===== src/rtl/adc_scan_pkg.sv =====
// Shared types and helpers for the ADC round-robin scan sequencer.
// Channel index width is fixed at 3 bits (up to 8 channels).
package adc_scan_pkg;

   localparam int CHAN_W     = 3;
   localparam int DEFAULT_DW = 12;

   typedef enum logic [1:0] {
      ST_IDLE  = 2'd0,
      ST_PRIME = 2'd1,
      ST_SCAN  = 2'd2
   } state_e;

   // Lowest set bit of mask; 0 when mask is empty.
   function automatic logic [CHAN_W-1:0] first_chan(input logic [7:0] mask);
      logic [CHAN_W-1:0] r;
      r = '0;
      for (int i = 7; i >= 0; i--) begin
         if (mask[i]) r = CHAN_W'(i);
      end
      return r;
   endfunction

   // Highest set bit of mask; 0 when mask is empty.
   function automatic logic [CHAN_W-1:0] highest_chan(input logic [7:0] mask);
      logic [CHAN_W-1:0] r;
      r = '0;
      for (int i = 0; i < 8; i++) begin
         if (mask[i]) r = CHAN_W'(i);
      end
      return r;
   endfunction

endpackage


===== src/rtl/adc_scan_next_chan.sv =====
// Wrap-around priority picker: lowest enabled channel above cur_i, else lowest enabled.
// Purely combinational; a lone enabled channel picks itself.
module adc_scan_next_chan
   import adc_scan_pkg::*;
#(
   parameter int NCHAN = 2
) (
   input  logic [CHAN_W-1:0] cur_i,
   input  logic [NCHAN-1:0]  mask_i,
   output logic [CHAN_W-1:0] nxt_o
);

   logic [7:0] mask_ext;
   logic [7:0] above;

   assign mask_ext = 8'(mask_i);

   always_comb begin
      above = '0;
      for (int i = 0; i < 8; i++) begin
         above[i] = mask_ext[i] && (i > int'(cur_i));
      end
      if (above != 8'd0) nxt_o = first_chan(above);
      else               nxt_o = first_chan(mask_ext);
   end

endmodule


===== src/rtl/adc_scan_sequencer.sv =====
// Round-robin channel scheduler for the serial ADC driver; results land one frame late in a bank
// read through a 1-cycle registered port. ADC_SCAN_AVG_EN enables per-channel 2^AVG_LOG2 averaging.
module adc_scan_sequencer
   import adc_scan_pkg::*;
#(
   parameter int NCHAN = 2,
   parameter int DW    = DEFAULT_DW
`ifdef ADC_SCAN_AVG_EN
   ,parameter int AVG_LOG2 = 2
`endif
) (
   input  logic              clk_i,
   input  logic              rst_ni,
   input  logic              enable_i,
   input  logic [NCHAN-1:0]  chan_mask_i,
   input  logic              adc_ready_i,
   input  logic [DW-1:0]     adc_data_i,
   output logic [CHAN_W-1:0] adc_channel_o,
   input  logic [CHAN_W-1:0] rd_addr_i,
   output logic [DW-1:0]     rd_data_o,
   output logic [NCHAN-1:0]  res_valid_o,
   output logic              scan_done_o,
   output logic              busy_o
);

   state_e            state_q, state_d;
   logic              adc_ready_q, enable_q;
   logic [CHAN_W-1:0] chan_q, chan_d;
   logic [CHAN_W-1:0] tag_q, tag_d;
   logic              tag_vld_q, tag_vld_d;
   logic [DW-1:0]     bank_q [NCHAN];
   logic [NCHAN-1:0]  vld_q;
   logic              scan_done_q;
   logic [DW-1:0]     rd_data_q, rd_d;

   logic              fe, en_rise, mask_any, wr, commit;
   logic [CHAN_W-1:0] pick_cur, pick_nxt;
   logic [DW-1:0]     wr_dat;

   assign fe       = adc_ready_i & ~adc_ready_q;
   assign en_rise  = enable_i & ~enable_q;
   assign mask_any = |chan_mask_i;

   // One picker serves both the IDLE load (search from the top) and the per-frame step.
   assign pick_cur = (state_q == ST_IDLE) ? CHAN_W'(NCHAN - 1) : chan_q;

   adc_scan_next_chan #(.NCHAN(NCHAN)) u_next_chan (
      .cur_i  (pick_cur),
      .mask_i (chan_mask_i),
      .nxt_o  (pick_nxt)
   );

   always_comb begin
      state_d   = state_q;
      chan_d    = chan_q;
      tag_d     = tag_q;
      tag_vld_d = tag_vld_q;
      wr        = 1'b0;
      if (!enable_i) begin
         state_d   = ST_IDLE;
         tag_vld_d = 1'b0;
      end else begin
         case (state_q)
            ST_IDLE: begin
               if (mask_any) begin
                  chan_d  = pick_nxt;
                  state_d = ST_PRIME;
               end
            end
            ST_PRIME: begin
               if (fe) begin
                  if (mask_any) begin
                     tag_d     = chan_q;
                     tag_vld_d = 1'b1;
                     chan_d    = pick_nxt;
                     state_d   = ST_SCAN;
                  end else begin
                     state_d = ST_IDLE;
                  end
               end
            end
            ST_SCAN: begin
               if (fe) begin
                  wr = tag_vld_q;
                  if (mask_any) begin
                     tag_d  = chan_q;
                     chan_d = pick_nxt;
                  end else begin
                     state_d   = ST_IDLE;
                     tag_vld_d = 1'b0;
                  end
               end
            end
            default: state_d = ST_IDLE;
         endcase
      end
   end

   always_ff @(posedge clk_i or negedge rst_ni) begin
      if (!rst_ni) begin
         state_q     <= ST_IDLE;
         adc_ready_q <= 1'b0;
         enable_q    <= 1'b0;
         chan_q      <= '0;
         tag_q       <= '0;
         tag_vld_q   <= 1'b0;
      end else begin
         state_q     <= state_d;
         adc_ready_q <= adc_ready_i;
         enable_q    <= enable_i;
         chan_q      <= chan_d;
         tag_q       <= tag_d;
         tag_vld_q   <= tag_vld_d;
      end
   end

`ifdef ADC_SCAN_AVG_EN
   localparam int AW = DW + AVG_LOG2;

   logic [AW-1:0]       acc_q [NCHAN];
   logic [AVG_LOG2-1:0] cnt_q [NCHAN];
   logic [AW-1:0]       acc_sel, acc_sum;
   logic [AVG_LOG2-1:0] cnt_sel;

   always_comb begin
      acc_sel = '0;
      cnt_sel = '0;
      for (int i = 0; i < NCHAN; i++) begin
         if (tag_q == CHAN_W'(i)) begin
            acc_sel = acc_q[i];
            cnt_sel = cnt_q[i];
         end
      end
   end

   assign acc_sum = acc_sel + AW'(adc_data_i);
   assign commit  = wr & (&cnt_sel);
   assign wr_dat  = acc_sum[AW-1:AVG_LOG2];

   always_ff @(posedge clk_i or negedge rst_ni) begin
      if (!rst_ni) begin
         for (int i = 0; i < NCHAN; i++) begin
            acc_q[i] <= '0;
            cnt_q[i] <= '0;
         end
      end else if (en_rise) begin
         for (int i = 0; i < NCHAN; i++) begin
            acc_q[i] <= '0;
            cnt_q[i] <= '0;
         end
      end else if (wr) begin
         for (int i = 0; i < NCHAN; i++) begin
            if (tag_q == CHAN_W'(i)) begin
               if (&cnt_q[i]) begin
                  acc_q[i] <= '0;
                  cnt_q[i] <= '0;
               end else begin
                  acc_q[i] <= acc_sum;
                  cnt_q[i] <= cnt_q[i] + 1'b1;
               end
            end
         end
      end
   end
`else
   assign commit = wr;
   assign wr_dat = adc_data_i;
`endif

   // Out-of-range addresses match no entry and read as zero.
   always_comb begin
      rd_d = '0;
      for (int i = 0; i < NCHAN; i++) begin
         if (rd_addr_i == CHAN_W'(i)) rd_d = bank_q[i];
      end
   end

   always_ff @(posedge clk_i or negedge rst_ni) begin
      if (!rst_ni) begin
         for (int i = 0; i < NCHAN; i++) bank_q[i] <= '0;
         vld_q       <= '0;
         scan_done_q <= 1'b0;
         rd_data_q   <= '0;
      end else begin
         scan_done_q <= commit && (tag_q == highest_chan(8'(chan_mask_i)));
         rd_data_q   <= rd_d;
         if (en_rise) begin
            vld_q <= '0;
         end
         for (int i = 0; i < NCHAN; i++) begin
            if (commit && tag_q == CHAN_W'(i)) begin
               bank_q[i] <= wr_dat;
               vld_q[i]  <= 1'b1;
            end
         end
      end
   end

   assign adc_channel_o = chan_q;
   assign rd_data_o     = rd_data_q;
   assign res_valid_o   = vld_q;
   assign scan_done_o   = scan_done_q;
   assign busy_o        = (state_q != ST_IDLE);

endmodule


===== config.mk =====
export PLATFORM = sky130hd
export DESIGN_NAME = adc_scan_sequencer
export DESIGN_NICKNAME = d
export VERILOG_FILES = /design/src/rtl/adc_scan_pkg.sv /design/src/rtl/adc_scan_next_chan.sv /design/src/rtl/adc_scan_sequencer.sv
export SDC_FILE = /design/constraint.sdc
export NUM_CORES = 1
export LEC_CHECK = 0
export CAP_MARGIN = 40
export CELL_PAD_IN_SITES_DETAIL_PLACEMENT = 0
export CELL_PAD_IN_SITES_GLOBAL_PLACEMENT = 1
export CORE_MARGIN = 4
export CORE_UTILIZATION = 44
export DETAILED_ROUTE_END_ITERATION = 8
export GPL_TIMING_DRIVEN = 1
export PLACE_DENSITY_LB_ADDON = 0.1
export SYNTH_ARGS = -nofsm -noshare
export SYNTH_HDL_FRONTEND = slang
export SYNTH_SLANG_ARGS = --single-unit

===== constraint.sdc =====
create_clock -name clk_i -period 3 [get_ports clk_i]
set_input_delay 0.6 -clock clk_i [delete_from_list [all_inputs] [get_ports clk_i]]
set_output_delay 0.6 -clock clk_i [all_outputs]
set_load 0.02 [all_outputs]

* Word level (Yosys, flattened, before mapping) *
Cells that the tools add are included.

storage, ports and cells
  register bits = 50
  output and inout port bits = 19
  word-level logic and storage cells = 74

operators by class
  $lt $le $gt $ge = 1
  eq/ne operators = 12
  muxes and demuxes = 28
  bitwise operators = 4
  reduce and logical (&&, ||, !) cells = 17

operator list
  operator                                                                        count
  12-bit 2-to-1 mux                                                               2
  3-bit != test, second input constant                                            5
  2-bit 2-to-1 mux                                                                7
  1-bit 2-to-1 mux                                                                13
  3-bit 2-to-1 mux                                                                3
  4-bit AND reduction                                                             2
  2-bit nonzero test                                                              4
  3-bit by 1-bit == test with 1-bit output, second input constant                 2
  3-bit logical NOT                                                               2
  2-bit one-hot mux with 3 select lines                                           1
  3-bit one-hot mux with 2 select lines                                           1
  5-bit AND reduction                                                             1
  1-bit logical AND                                                               4
  2-bit OR reduction                                                              2
  3-bit == test                                                                   1
  1-bit by 3-bit greater-than comparator with 1-bit output, first input constant  1
  3-bit by 1-bit != test with 1-bit output, second input constant                 1
  3-bit AND reduction                                                             1
  1-bit bitwise AND                                                               2
  2-bit by 1-bit == test with 1-bit output, second input constant                 1
  2-bit == test, second input constant                                            1
  2-bit logical NOT                                                               1
  2-bit by 1-bit != test with 1-bit output, second input constant                 1
  1-bit inverter                                                                  2
  1-bit one-hot mux with 2 select lines                                           1

* Depth between registers and ports, before layout *
Gate-level depths: netlist of the first run.

  word-level depth = 8
  depth in mapped cells = 7

* Cells and area by module *
From an unflattened synthesis of the first run, not the netlist that was laid out.

unflattened totals
  cell total of the unflattened synthesis = 163
  area total of the unflattened synthesis = 2159.6 µm²

by module, submodules not included
  module              times used  cells each  area each (µm²)
  adc_scan_sequencer  1           158         2127.0
  adc_scan_next_chan  1           5           32.5

* Worst setup path before layout of the first run *
No wires, ideal clock.

  kind = input-to-reg
  from = in enable_i
  to = reg bank_q[14] (netlist name)
  arrival = 1.583 ns
  required time = 2.875 ns
  setup slack = 1.292 ns
  stages = 6
  cells stage by stage = buf_6 -> and2_4 -> and4b_1 -> buf_6 -> buf_6 -> mux2_4

between the ends
  word-level cells in the longest chain between the ends = 2

RTL lines
  item                             RTL line                   RTL
  from (decl)                      adc_scan_sequencer.sv:14   input logic enable_i,
  1-bit 2-to-1 mux                 adc_scan_sequencer.sv:59   if (!enable_i) begin
  1-bit logical AND                adc_scan_sequencer.sv:191  if (commit && tag_q == CHAN_W'(i)) begin
  to (signal, indexed assignment)  adc_scan_sequencer.sv:192  bank_q[i] <= wr_dat;
  to (decl)                        adc_scan_sequencer.sv:31   logic [DW-1:0] bank_q [NCHAN];

No other way between the ends.
A chain may end at the register's enable or synchronous reset.

* Worst setup path after layout of the first run *
  from = reg state_q[0]
  to = out busy_o

between the ends
  word-level cells in the longest chain between the ends = 1

RTL lines
  item                    RTL line                   RTL
  from (decl)             adc_scan_sequencer.sv:26   state_e state_q, state_d;
  from (signal assigned)  adc_scan_sequencer.sv:108  state_q <= state_d;
  2-bit nonzero test      adc_scan_sequencer.sv:203  assign busy_o = (state_q != ST_IDLE);
  to (decl)               adc_scan_sequencer.sv:23   output logic busy_o

No other way between the ends.

==> flow_metrics.py, run 1 <==
metrics = {
    "global_route": {
        "grt_overflow": 0,
        "grt_pass1_vias": 1382,
        "grt_max_degree": 33,
        "antenna_found_initial": 0,
        "grt_use_total_pct": 13.5,
        "grt_pass1_wl_um": 6510,
    },
    "power_and_ir_drop": {
        "switching_share_pct": 25.4,
        "p_clk_share_pct": 31.7,
        "seqPwrFrac_pct": 52.4,
        "power_density_nw_per_um2": 510,
        "power_switching_mw": 0.330,
        "p_leak_nw": 1.26,
        "combPwrFrac_pct": 15.9,
        "ir_worst_vdd_v": 0.000303,
        "internal_power_mw": 0.970,
    },
    "hold_path": {
        "hold_path_class": "in2async",
    },
    "logic_synthesis": {
        "synth_area_leaders": "dfrtp_1 (56%), mux2_2 (8.3%), mux2_4 (6.6%)",
        "synth_cell_type_count": 39,
        "synth.cell_area_um2": 2040,
        "yosysSeqAreaShare_pct": 56.5,
        "synth_warnings": 0,
        "ys.flop_type": "dfrtp_1",
        "ys_async_sr_fraction_pct": 100,
        "synth_area_per_cell_um2": 13.4,
        "synth-seq-cells": 46,
        "yosysTopAreaCellShare_pct": 56.5,
        "synth.largest_area_cell": "dfrtp_1",
        "syn-instance-count": 152,
        "synth_enable_flop_cells": 0,
    },
    "cells_and_area": {
        "fillers": 353,
        "drive_gt1_share_pct": 20.2,
        "nNetsFinal": 217,
        "synthToLayoutAreaGrowth_pct": 25.1,
        "num_antenna_cells": 0,
    },
    "worst_setup_path": {
        "worstPathRequired_ps": 2400,
        "rr_worst_depth": 5,
        "endpoint_kind": "output pin",
        "worst_setup_path_start_kind": "flip-flop",
        "crit_fanout": 6,
        "critical_path_arrival_ps": 1770,
        "critPathKind": "reg2out",
    },
    "clock_tree": {
        "root_buffer": "clkbuf_8",
        "cts_buffers": 5,
        "cts_max_level": 2,
        "insertion_delay_ps": 290,
        "cts_sinks": 46,
        "cts.clk_slew.worst_paths_ps": 80,
        "cts-resized-gates": 0,
        "hold_buffers": 0,
        "tritoncts": "done",
        "cts_setup_buffers": 0,
        "clockBufferDepth": 2,
    },
    "status": {
        "status": "completed",
    },
    "sta": {
        "final_max_slew_viol_count": 0,
        "skew_ps": 4.69,
        "setup_ws_ps": 634,
        "rsz0062_at_grt": "no",
        "tightest_slew_ps": 782,
        "maxSlewHeadroom_pct": 47.7,
        "hold_viol_final": 0,
        "layout_min_cycle_time_ps": 2370,
        "fin_crit_sh_pct": 78.9,
        "finalSetupTns_ps": 0,
        "fmax_mhz": 423,
        "setup_viol": 0,
    },
    "placement": {
        "numPortBuffers": 37,
        "place_congestion": 0.855,
        "pre_cts_ws_ps": 541,
        "hpwlAfterDp_um": 2700,
    },
    "routing": {
        "via_per_inst": 5.31,
        "firstDrtPassIters": 4,
        "wl_per_cell_um": 15.4,
        "routed-via-count": 1300,
        "routed_wl_um": 3770,
        "drt_iter0_drc": 59,
        "route.detailed.drc": 0,
        "ant_nets": 0,
    },
    "job": {
        "cap_viol_max_count": 0,
    },
    "floorplanning": {
        "die_w_um": 76.1,
        "core_area_um2": 4410,
        "boundaryPins": 40,
        "row_count": 24,
        "die-area_um2": 5790,
        "die_h_um": 76.1,
        "initial_core_util_pct": 46.2,
    },
}
[cells in the mapped netlist (all sizes together) (2+ instances only)]
master,instances
nand2b,4
and4,2
nand2,4
o21ai,2
ha,4
buf,7
inv,4
and2,2
a21oi,2
mux2,25
mux2i,13
nor2,16
dfrtp,46
[worst max-delay path, cell delays in order, from the launching register on]
cell	delay, ps
dfrtp_1	400
inv_1	100
ha_1	270
inv_1	100
clkdlybuf4s50_1	600
[area by class of cell]
type	instances	area [um2]	area share (%)
Clock buffer	7	96.3	3.78
Clock inverter	1	8.76	0.343
Inverter	4	15.0	0.589
Multi-Input combinational cell	95	813	31.9
Sequential cell	46	1150	45.1
Tap cell	52	65.1	2.55
Timing Repair Buffer	40	400	15.7
[placed cells by master (no fill, tap or decap), types with 2 or more instances in the layout]
| cell | n |
|---|---|
| and4_1 | 2 |
| nand2b_1 | 4 |
| nor2_1 | 16 |
| ha_1 | 4 |
| buf_4 | 2 |
| clkbuf_8 | 7 |
| dfrtp_1 | 46 |
| mux2_4 | 9 |
| clkdlybuf4s50_1 | 36 |
| conb_1 | 2 |
| inv_1 | 4 |
| nand2_1 | 4 |
| mux2_2 | 15 |
| a21oi_1 | 2 |
| o21ai_0 | 2 |
| mux2i_1 | 13 |
[flip-flops by register name, summed over array words and instances, names as in the netlist]
| name | cells |
|---|---|
| rd_data_o | 12 |
| tag_q | 1 |
| state_q | 2 |
| res_valid_o | 2 |
| adc_ready_q | 1 |
| adc_channel_o | 1 |
| enable_q | 1 |
| scan_done_o | 1 |
| bank_q | 24 |
| tag_vld_q | 1 |
[power by group through the flow]
stage               sequential, mW  combinational, mW  clock [mW]
floorplan                    0.695              0.114           0
global placement             0.691              0.201           0
detailed placement           0.693              0.208           0
CTS                          0.681              0.209       0.431
global route                 0.687              0.225       0.456
finish                       0.682              0.207       0.412
[cells by family (layout without fill, tap and decap cells)]
group           after synthesis  count (layout)  share of synthesized area (%)
compound gates               15              15                           5.46
xor+xnor                      1               1                          0.430
fa+ha+maj                     4               4                           2.46
buf+inv                      12              52                           3.81
flops                        46              46                           56.5
mux                          38              38                           21.9
other cells                   1               2                          0.184
simple gates                 35              35                           9.33
[layer usage]
metal	vias up	global-route usage (%)	part of all wire (%)
met5	-	0	0
met4	0	4.37	0.37
met3	2	3.78	5.0
met2	38	22.2	49
met1	657	17.1	45
li1	603	-	-
[worst paths after layout]
| path | start | endpoint | slack [ps] |
|---|---|---|---|
| max | state_q[0] | busy_o | 630 |
| min | rst_ni | bank_q[23] | 210 |
| max reg2reg | state_q[0] | bank_q[4] | 1160 |
| min reg2reg | res_valid_o[0] | res_valid_o[0] | 490 |
| max in group asynchronous | rst_ni | enable_q | 2310 |
| min in group clk_i | res_valid_o[0] | res_valid_o[0] | 490 |
[per-stage QoR]
step	cell area [um2]	hold slack, ps	instances	utilization (%)	total power, mW
final	2550	211	245	57.8	1.30
after global routing	2550	230	245	57.8	1.37
after CTS	2550	216	245	57.8	1.32
after detailed placement	2440	471	237	55.4	0.901
after global placement	2420	465	236	54.9	0.892
after floorplan	2040	304	153	-	0.810
(Power assumes the default switching activity.)
==> inputs of run 2 (changes only) <==
--- a/config.mk
+++ b/config.mk
@@ -9,7 +9,7 @@
 export CELL_PAD_IN_SITES_DETAIL_PLACEMENT = 0
 export CELL_PAD_IN_SITES_GLOBAL_PLACEMENT = 1
 export CORE_MARGIN = 4
-export CORE_UTILIZATION = 44
+export CORE_UTILIZATION = 41
 export DETAILED_ROUTE_END_ITERATION = 8
 export GPL_TIMING_DRIVEN = 1
 export PLACE_DENSITY_LB_ADDON = 0.1
==> constraint.sdc (replaced) <==
create_clock -name clk_i -period 2.2 [get_ports clk_i]
set_input_delay 0.44 -clock clk_i [delete_from_list [all_inputs] [get_ports clk_i]]
set_output_delay 0.44 -clock clk_i [all_outputs]
set_load 0.02 [all_outputs]
==> run 2 against run 1 <==
  * Critical path depth stayed put
  * Die area up 6.5%
  * Combinational power is 40% higher
  * Global-route usage grew 0.56 points
  * Sequential share of layout area fell by 0.80 points
  * Non-clock buffer count grew 3
  * First-iteration DRC count is 58% lower
  * Sequential cell count unchanged
  * Highest routed layer unchanged
==> flow_metrics.py, run 2 (synthesized netlist as in run 1, its figures left out) <==
metrics = {
    "sta": {
        "fin_hold_ws_ps": 120,
        "fmax_mhz": 542,
        "setup_viol": 0,
        "tightest_slew_ps": 500,
        "finalSetupTns_ps": 0,
        "hold_viol_final": 0,
        "setup_ws_ps": 354,
        "fin_crit_sh_pct": 83.9,
        "skew_ps": 7.40,
        "maxSlewHeadroom_pct": 66.3,
        "layout_min_cycle_time_ps": 1850,
        "rsz0062_at_grt": "no",
        "final_max_slew_viol_count": 0,
    },
    "worst_setup_path": {
        "worst_path_largest_cell_delay_ps": 420,
        "endpoint_kind": "output pin",
        "critical_path_arrival_ps": 1410,
        "cp_num_buf_inv": 3,
        "path_common_cell": "inv_1",
        "slowest_stage": "dfrtp_1",
        "critPathKind": "reg2out",
        "worstPathRequired_ps": 1760,
        "crit_fanout": 6,
        "worst_setup_path_start_kind": "flip-flop",
        "path_cells": "inv_1 > ha_1 > inv_1 > dlymetal6s2s_1",
        "cp_top_family": "flip-flops",
    },
    "floorplanning": {
        "boundaryPins": 40,
        "die-area_um2": 6160,
        "core_area_um2": 4750,
        "initial_core_util_pct": 42.9,
        "row_count": 25,
        "die_h_um": 78.5,
        "die_w_um": 78.5,
    },
    "power_and_ir_drop": {
        "power_density_nw_per_um2": 673,
        "p_leak_nw": 1.28,
        "ir_worst_vdd_v": 0.000409,
    },
    "cells_and_area": {
        "nNetsFinal": 220,
        "final_cell_mix": "dfrtp_1 (46), clkdlybuf4s50_1 (35), nor2_1 (16)",
        "num_antenna_cells": 0,
        "synthToLayoutAreaGrowth_pct": 27.4,
        "drive_gt1_share_pct": 21.4,
        "finalInstanceArea_um2": 2600,
        "final_common_cell": "dfrtp_1",
        "largest_reg_flops": 24,
        "largest-register": "bank_q",
        "post_layout_nonfiller_instances": 263,
    },
    "placement": {
        "place_area_um2": 2500,
        "dpl.cell_count": 255,
        "numPortBuffers": 37,
        "hpwlAfterDp_um": 2850,
        "place_congestion": 0.906,
        "pre_cts_ws_ps": 124,
    },
    "routing": {
        "routed-via-count": 1299,
        "drt_iter0_drc": 25,
        "routed_wl_um": 4030,
        "route.detailed.drc": 0,
        "via_per_inst": 4.94,
        "ant_nets": 0,
        "wl_per_cell_um": 15.3,
        "firstDrtPassIters": 4,
    },
    "job": {
        "cap_viol_max_count": 0,
    },
    "clock_tree": {
        "insertion_delay_ps": 290,
        "cts_sinks": 46,
        "clockBufferDepth": 2,
        "cts.clk_slew.worst_paths_ps": 80,
        "tritoncts": "done",
        "root_buffer": "clkbuf_8",
        "cts_buffers": 5,
        "cts_max_level": 2,
    },
    "global_route": {
        "antenna_found_initial": 0,
        "grt_pass1_vias": 1438,
        "grt_overflow": 0,
        "grt_max_degree": 47,
        "grt_use_total_pct": 14.1,
        "grt_pass1_wl_um": 6850,
    },
    "hold_path": {
        "hold_path_class": "in2async",
    },
    "status": {
        "status": "completed",
    },
}
==> run 2: changes by cell type in the layout (fill, tap and decap cells not counted) <==
cell and change:
clkinv_4 -1, clkbuf_8 -1, clkinvlp_4 +1, dlymetal6s2s_1 +1
clkinv_2 +1, buf_12 +1, buf_4 +2, clkdlybuf4s50_1 -1
==> run 2: stage by stage <==
stage,power (mW),util (%)
after floorplan,1.10,-
after global placement,1.23,52.6
after detailed placement,1.24,52.6
after CTS,1.77,54.6
after global routing,1.84,54.6
final,1.75,54.6
==> run 2: what timing repair did <==
action                                  4_1_cts  5_1_grt
hold buffers                                  0        0
endpoints found under the setup margin        0        1
setup buffers                                 0        0
resized for setup                             0        1
==> run 2: cell type report <==
class	count	area [um2]
Tap cell	67	83.8
Timing Repair Buffer	43	438
Sequential cell	46	1150
Multi-Input combinational cell	95	813
Fill cell	393	2160
Clock inverter	2	12.5
Inverter	4	15.0
Clock buffer	6	82.6
==> run 2: worst paths after layout <==
path	from	end	slack (ps)	cells after the start
setup / recovery	state_q[1]	busy_o	350	4
hold / removal	rst_ni	rd_data_o[5]	120	2
setup reg to reg	state_q[0]	bank_q[12]	500	6
hold reg to reg	res_valid_o[0]	res_valid_o[0]	490	1
max in group asynchronous	rst_ni	adc_ready_q	1870	2
min in group clk_i	res_valid_o[0]	res_valid_o[0]	490	1
==> run 2: report_power, final <==
group / internal (mW) / total [mW] / switching, mW
Combinational: 0.150 / 0.289 / 0.140
Clock: 0.253 / 0.527 / 0.275
Sequential: 0.887 / 0.931 / 0.0445
Total: 1.29 / 1.75 / 0.459
==> run 2: layer usage <==
layer	track usage [%]	vias to the layer above	wire length, um
li1	-	608	-
met1	17.5	636	1750
met2	24.0	48	2040
met3	2.98	7	183
met4	4.90	0	60
met5	0	-	0
==> inputs of run 3 (changes only) <==
==> constraint.sdc (replaced) <==
create_clock -name clk_i -period 1.9 [get_ports clk_i]
set_input_delay 0.38 -clock clk_i [delete_from_list [all_inputs] [get_ports clk_i]]
set_output_delay 0.38 -clock clk_i [all_outputs]
set_load 0.02 [all_outputs]
==> run 3 against run 2 <==
  * Clock power rose by 35%
  * Non-clock buffer count increased by 7
  * Cell count grew 2.7%
  * Routed wire length fell by 0.57%
  * Die area stayed put
  * Sequential cell count did not move
  * Clock skew decreased by 0.77 ps
  * Final area grew 2.8%
  * Utilization rose by 1.6 points
  * Hold slack lost 64 ps
  * Largest power group unchanged
==> flow_metrics.py, run 3 (synthesized netlist as in run 1, its figures left out) <==
metrics = {
    "status": {
        "status": "completed",
    },
    "worst_setup_path": {
        "critical_path_arrival_ps": 1370,
        "slowest_stage": "dfrtp_1",
        "crit_fanout": 4,
        "r2r_end": "bank_q[0]",
        "worst_setup_path_start_kind": "flip-flop",
        "worstPathRequired_ps": 1520,
        "rr_worst_depth": 7,
        "endpoint_kind": "output pin",
        "path_cells": "inv_1 > ha_1 > inv_1 > clkdlybuf4s15_1",
        "reg2reg_slack_ps": 190,
        "critPathKind": "reg2out",
        "rr_startpoint": "state_q[0]",
        "worst_path_largest_cell_delay_ps": 400,
        "path_common_cell": "inv_1",
        "crit_path_start": "state_q[0]",
    },
    "sta": {
        "layout_min_cycle_time_ps": 1750,
        "setup_viol": 0,
        "maxSlewHeadroom_pct": 65.3,
        "skew_ps": 6.62,
        "rsz0062_at_grt": "no",
        "fmax_mhz": 570,
        "tightest_slew_ps": 521,
        "fin_crit_sh_pct": 92.3,
        "fin_hold_ws_ps": 56.1,
        "final_max_slew_viol_count": 0,
        "finalSetupTns_ps": 0,
        "hold_viol_final": 0,
    },
    "power_and_ir_drop": {
        "ir_worst_vdd_v": 0.000404,
        "p_leak_nw": 1.31,
        "internal_power_mw": 1.60,
        "power_density_nw_per_um2": 797,
        "p_total_mw": 2.13,
        "switching_share_pct": 24.7,
        "power_switching_mw": 0.526,
        "p_clk_share_pct": 33.3,
        "seqPwrFrac_pct": 50.6,
        "combPwrFrac_pct": 16.1,
    },
    "placement": {
        "dpl.cell_count": 262,
        "hpwlAfterDp_um": 2930,
        "place_congestion": 0.820,
        "numPortBuffers": 37,
        "place_area_um2": 2560,
    },
    "global_route": {
        "antenna_found_initial": 0,
        "grt_pass1_wl_um": 6760,
        "grt_pass1_vias": 1393,
        "grt_max_degree": 27,
        "grt_use_total_pct": 14.3,
        "grt_overflow": 0,
    },
    "cells_and_area": {
        "largest-register": "bank_q",
        "drive_gt1_share_pct": 23.2,
        "num_antenna_cells": 0,
        "final_common_cell": "dfrtp_1",
        "finalInstanceArea_um2": 2670,
        "post_layout_nonfiller_instances": 270,
        "synthToLayoutAreaGrowth_pct": 31.0,
        "nNetsFinal": 227,
        "largest_reg_flops": 24,
        "final_cell_mix": "dfrtp_1 (46), clkdlybuf4s50_1 (35), nor2_1 (16)",
    },
    "floorplanning": {
        "die_w_um": 78.5,
        "core_area_um2": 4750,
        "die_h_um": 78.5,
        "die-area_um2": 6160,
        "row_count": 25,
        "initial_core_util_pct": 42.9,
        "boundaryPins": 40,
    },
    "clock_tree": {
        "root_buffer": "clkbuf_8",
        "cts.clk_slew.worst_paths_ps": 80,
        "cts_setup_buffers": 0,
        "tritoncts": "done",
        "cts_sinks": 46,
        "cts_buffers": 5,
        "clockBufferDepth": 2,
        "cts_max_level": 2,
        "hold_buffers": 0,
        "insertion_delay_ps": 290,
    },
    "routing": {
        "routed_wl_um": 4010,
        "drt_iter0_drc": 40,
        "route.detailed.drc": 0,
        "wl_per_cell_um": 14.8,
        "firstDrtPassIters": 4,
        "via_per_inst": 4.91,
        "ant_nets": 0,
        "routed-via-count": 1326,
    },
    "hold_path": {
        "hold_path_class": "in2async",
    },
    "job": {
        "cap_viol_max_count": 0,
    },
}
run 3: critical path, delay by kind of cell (launching register included):
kind / cells / cell delay [ps]
adders and majority gates: 1 / 220
buffers and inverters: 3 / 470
DFF: 1 / 400
run 3: power by group through the flow:
stage,clock network [mW],logic [mW],registers (mW)
floorplan,0,0.181,1.10
finish,0.709,0.344,1.08
CTS,0.727,0.345,1.08
global placement,0,0.340,1.09
detailed placement,0,0.348,1.10
global route,0.778,0.378,1.09
run 3: final cells by class:
cell class	instances	area, um2
fillers	413	2080
flip-flops and latches	46	1150
multi-input cells	95	813
repair buffers	50	500
well taps	67	83.8
clock buffers	7	76.3
clock inverters	1	30.0
inverters	4	15.0
run 3: worst max-delay path by stage:
stage | endpoint | slack, ps | cells past startpoint
after floorplan | bank_q[14] | 250 | 7
after global placement | bank_q[14] | 10 | 5
after detailed placement | bank_q[19] | -10 | 5
after CTS | busy_o | 110 | 4
after global routing | busy_o | 20 | 4
final | busy_o | 150 | 4
run 3: through the flow:
stage | setup slack [ps] | util [%]
6_report | 146 | 56.2
5_1_grt | 15.4 | 56.2
4_1_cts | 109 | 56.1
3_5_place_dp | -13.4 | 53.9
3_3_place_gp | 10.5 | 53.9
2_1_floorplan | 248 | -
run 3: repair_timing:
item,4_1_cts,5_1_grt
setup endpoints to repair,1,1
endpoints found under the hold margin,0,0
gates resized for setup,1,1
run 3: routing by layer:
metal	vias up	routed length [um]	track usage (%)
met1	666	1670	17.1
met2	35	2090	24.6
met4	0	43	4.20
li1	621	-	-
met3	4	206	4.47
met5	-	0	0
